$ cat src/rtl/mux_scan_n.sv
// N-channel registered mux: manual select or round-robin scan over unmasked channels.
// Latency: one clock from the load edge to dout/dout_valid; one sample per cycle with dout_ready high.
// Backpressure: a held sample stays bit-stable until accepted; no new load while full and not ready.
module mux_scan_n #(
    parameter int CH   = 4,
    parameter int W    = 8,
    parameter int SELW = 2
) (
    input  logic              clk,
    input  logic              rst_n,
    input  logic              en,
    input  logic              mode,
    input  logic [SELW-1:0]   sel,
    input  logic [CH-1:0]     mask,
    input  logic [CH*W-1:0]   din,
    output logic [W-1:0]      dout,
    output logic [SELW-1:0]   dout_ch,
    output logic              dout_valid,
    input  logic              dout_ready
);

    typedef enum logic {
        EMPTY = 1'b0,
        FULL  = 1'b1
    } state_t;

    localparam logic [SELW:0]   CH_W    = (SELW+1)'(CH);
    localparam logic [SELW-1:0] LAST_CH = SELW'(CH - 1);

    state_t            state_q, state_d;
    logic [W-1:0]      dout_q, dout_d;
    logic [SELW-1:0]   ch_q, ch_d;
    logic [SELW-1:0]   ptr_q, ptr_d;

    logic [W-1:0]      lane [CH];
    logic              man_ok;
    logic [W-1:0]      man_dat;
    logic              scan_hit;
    logic [SELW-1:0]   scan_ch;
    logic [W-1:0]      scan_dat;
    logic              slot_free;
    logic              eligible;
    logic              load;

    always_comb begin
        for (int i = 0; i < CH; i++) begin
            lane[i] = din[i*W +: W];
        end
    end

    // sel values at or above CH never match, so they simply leave man_ok low
    always_comb begin
        man_ok  = 1'b0;
        man_dat = '0;
        for (int i = 0; i < CH; i++) begin
            if (sel == SELW'(i)) begin
                man_ok  = 1'b1;
                man_dat = lane[i];
            end
        end
    end

    // Search ptr, ptr+1, ... with wrap at CH; one extra bit keeps the sum from overflowing.
    always_comb begin : scan_pick
        logic [SELW:0] sum;
        sum      = '0;
        scan_hit = 1'b0;
        scan_ch  = '0;
        scan_dat = '0;
        for (int k = 0; k < CH; k++) begin
            sum = {1'b0, ptr_q} + (SELW+1)'(k);
            if (sum >= CH_W) begin
                sum = sum - CH_W;
            end
            if (!scan_hit && mask[sum[SELW-1:0]]) begin
                scan_hit = 1'b1;
                scan_ch  = sum[SELW-1:0];
                scan_dat = lane[sum[SELW-1:0]];
            end
        end
    end

    always_comb begin
        slot_free = (state_q == EMPTY) || dout_ready;
        eligible  = mode ? scan_hit : man_ok;
        load      = en && slot_free && eligible;

        state_d = state_q;
        dout_d  = dout_q;
        ch_d    = ch_q;
        ptr_d   = ptr_q;

        if (load) begin
            state_d = FULL;
            if (mode) begin
                dout_d = scan_dat;
                ch_d   = scan_ch;
                ptr_d  = (scan_ch == LAST_CH) ? '0 : scan_ch + 1'b1;
            end else begin
                dout_d = man_dat;
                ch_d   = sel;
            end
        end else if (slot_free) begin
            state_d = EMPTY;
        end
    end

    always_ff @(posedge clk) begin
        if (!rst_n) begin
            state_q <= EMPTY;
            dout_q  <= '0;
            ch_q    <= '0;
            ptr_q   <= '0;
        end else begin
            state_q <= state_d;
            dout_q  <= dout_d;
            ch_q    <= ch_d;
            ptr_q   <= ptr_d;
        end
    end

    assign dout       = dout_q;
    assign dout_ch    = ch_q;
    assign dout_valid = (state_q == FULL);

endmodule

$ cat config.mk
export PLATFORM = sky130hd
export DESIGN_NAME = mux_scan_n
export DESIGN_NICKNAME = d
export VERILOG_FILES = /design/src/rtl/mux_scan_n.sv
export SDC_FILE = /design/constraint.sdc
export NUM_CORES = 1
export LEC_CHECK = 0
export CAP_MARGIN = 10
export CORE_MARGIN = 10
export CORE_UTILIZATION = 54
export DETAILED_ROUTE_END_ITERATION = 10
export PLACE_DENSITY_LB_ADDON = 0.05
export SLEW_MARGIN = 20
export SYNTH_ARGS = -nofsm -noshare
export SYNTH_HDL_FRONTEND = slang
export SYNTH_SLANG_ARGS = --single-unit
$ cat constraint.sdc
create_clock -name clk -period 3.1 [get_ports clk]
set_clock_uncertainty 0.15 [all_clocks]
set_input_delay 0.62 -clock clk [delete_from_list [all_inputs] [get_ports clk]]
set_output_delay 0.62 -clock clk [all_outputs]
set_load 0.02 [all_outputs]
==> impl_results.md <==
- Status: complete, no violations
- Final TNS setup: 0 ns
- PortBufs: 53
- Placer Congestion: 0.870
- Main synth FF type: dfxtp_1
- Initial Utilization: 0.560
- FF+latch area: 262 um2
- Most Crowded Layer GR: met2
- Seq/Total Area, Yosys: 0.126
- Setup WS post-layout: 0.485 ns
- Crit. End Element: flop
- Grt met3 use: 0.0382
- Initial antenna violation count: 0
- Pint: 0.000473 W
- Switching power: 0.000271 W
- Via density per instance: 6.45
- Max Root-Sink Buffers: 2
- Syn Area/Cell: 8.83 um2
- Cells after synthesis: 234
- GRT Util Overall: 0.188
- Row Count: 22
- GR Util met2: 0.294
- Final Max Slew Viols: 0
- Adder-Cell Fraction of Synth Area: 0
- Final Setup Violations: 0
- Worst EP arrival: 2.59 ns
- Tcrit/Tclk final: 0.844
- Full die area: 6700 um2
- Synth Register Bits: 13
- CTS root buffer: clkbuf_8
- Share of cells above drive strength 1: 0.184
- Yosys Warn Count: 0
- Fin crit period: 2.61 ns
- Yosys cell types: 52
- Largest family of logic cells by synthesized area: compound AO/OA/AOI/OAI gates
- Max cap viols: 0
- Post-synth EDFFs: 0
- Compound-Gate Fraction of Synth Area: 0.302
- Reg clk slew, reported paths: 0.06 ns
- Combinational share of power: 0.521
- Area of the mapped netlist: 2070 um2
- TritonCTS clock tree: built
- Area of the multi-input gates: 1600 um2
- DP HPWL: 4860 um
- Hold Violations, Final: 0
- Die Y: 81.9 um
- Mapped Nets: 277
- Async set or reset register ratio after synthesis: 0
- RSZ-0062 raised after global routing: no
- Simple-gate share of the synthesized area: 0.177
- XOR/XNOR Fraction of Synth Area: 0.00424
- DR iter-0 viols: 190
- Switch share: 0.364
- DR vias: 2,135
- VDD IR max: 0.000142 V
- # fillers: 300
- # clock sinks: 13
- Hold-fix buffers at CTS: 0
- Sequential Power Share: 0.267
- Worst-margin pin slew: 0.691 ns
- Drt total wl: 6250 um
- Setup Fix Bufs, Post-CTS: 0
- Max_slew headroom: 0.536
- Drt pass-1 iters: 4
- Total DRC errors in the routed layout: 0
- Worst Hold Class: flop to flop
- F_max: 382 MHz
- # H-tree levels: 1
- Clock Latency Late Sink: 0.24 ns
- Crit path max fanout: 16
- Placed cell count: 327
- Multiplexer share of the synthesized area: 0.291
- Placed inst area: 2620 um2
- CTS-repair resized insts: 0
- Routed Antenna Nets: 0
- CTS buffer count: 3
- Final net count: 327
- CP required: 3.08 ns
- Largest net degree at the start of global routing: 34
- Core area: 3690 um2
- Type of the worst setup path: input port to flop
- Vias in the first global route: 2,010
- Mean routed wirelength per cell: 18.9 um
- Worst R2R Path Depth: 7
- Clock network power share: 0.212
- First-pass GRT wire length: 10,100 um
- Power Dens Cells: 280 nW/um2
- Crit start category: input port
- Hold Crit Depth: 1
- Layout area overhead: 29.0%
- Die X: 81.9 um
- # diodes: 0
- Met1 usage: 0.256
- Post-Layout Cell Count: 331
- # IOs: 54
- Leakage power figure: 0.945 nW
- Congestion Overflow GR: 0
- Final Cell Area: 2660 um2
- Place WS: 0.271 ns
[worst paths after layout]
kind	startpoint	to	slack [ns]
max	mask[1]	dout[1]	0.49
max reg2reg	ptr_q[0]	dout[1]	0.99
min	dout_ch[0]	dout_ch[0]	0.36
min reg2reg	dout_ch[0]	dout_ch[0]	0.36
[routing by layer]
metal  wire length, um  vias up
li1                  -     1027
met1              2760     1015
met2              2920       89
met3               514        4
met4                59        0
met5                 0        -
[power groups by stage]
stage | Clock [W] | Combinational [W] | Sequential, W
5_1_grt | 0.000169 | 0.000420 | 0.000201
2_1_floorplan | 0 | 0.000236 | 0.000209
3_3_place_gp | 0 | 0.000382 | 0.000202
3_5_place_dp | 0 | 0.000384 | 0.000202
4_1_cts | 0.000158 | 0.000386 | 0.000199
6_report | 0.000158 | 0.000388 | 0.000199
[state kept, by name (all words and copies together) (netlist names)]
name        flops
dout            8
dout_ch         2
ptr_q           2
dout_valid      1
[synthesized netlist by cell type (2+ instances only)]
cell type | count | share of area
mux4_2 | 14 | 0.15
nor2b_1 | 9 | 0.027
a221oi_2 | 2 | 0.015
inv_1 | 13 | 0.024
o221ai_1 | 11 | 0.047
o22ai_1 | 5 | 0.015
a21oi_1 | 14 | 0.034
clkbuf_1 | 4 | 0.0073
nand2_1 | 12 | 0.022
dfxtp_1 | 13 | 0.13
a32oi_1 | 6 | 0.025
o21ai_2 | 2 | 0.0085
o211ai_1 | 2 | 0.0073
nor3b_2 | 4 | 0.024
o21ai_1 | 5 | 0.012
nand3_1 | 5 | 0.012
a221oi_1 | 2 | 0.0085
a22o_1 | 4 | 0.017
nor2_1 | 7 | 0.013
a211oi_1 | 7 | 0.025
o21ai_0 | 8 | 0.019
mux2_2 | 5 | 0.027
and3_1 | 2 | 0.0061
buf_6 | 7 | 0.038
buf_4 | 4 | 0.015
and3b_1 | 4 | 0.017
buf_1 | 2 | 0.0036
nand2b_1 | 5 | 0.015
mux2i_1 | 23 | 0.11
buf_2 | 5 | 0.012
nor3_1 | 5 | 0.012
o31ai_1 | 3 | 0.011
[cell usage in the layout (no fill, tap or decap), drive strengths merged, types with 6 or more instances in the layout]
cell type / instances
dfxtp: 13
nor2: 8
o221ai: 12
clkdlybuf4s50: 53
buf: 14
a32oi: 6
a211oi: 8
nand2: 12
mux4: 14
mux2i: 23
inv: 13
nor2b: 10
a21oi: 14
o21ai: 15
[stage by stage]
stage | utilization | total power, W | hold WS, ns
floorplan | - | 0.000445 | 0.458
global placement | 0.710 | 0.000584 | 0.336
detailed placement | 0.710 | 0.000586 | 0.341
CTS | 0.722 | 0.000743 | 0.362
global route | 0.722 | 0.000790 | 0.387
finish | 0.722 | 0.000745 | 0.362
[logic make-up after synthesis]
| kind of cell | Yosys count |
|---|---|
| buffers and inverters | 35 |
| DFF | 13 |
| xor gates and xnor gates | 1 |
| and+or+nand+nor | 60 |
| AOI/OAI and AO/OA | 83 |
| muxes | 42 |
[area by class of cell]
class	count	share of cell area
Inverter	13	0.0183
Sequential cell	13	0.0982
Tap cell	48	0.0225
Timing Repair Buffer	67	0.243
Multi-Input combinational cell	186	0.601
Clock buffer	4	0.0169
[critical path, cell delays in order]
cell	delay (ns)
clkdlybuf4s50_1	0.83
and3b_1	0.26
o211ai_1	0.24
nand2_1	0.26
a211oi_1	0.28
a21oi_1	0.10
Power figures use the tool's default switching activity.
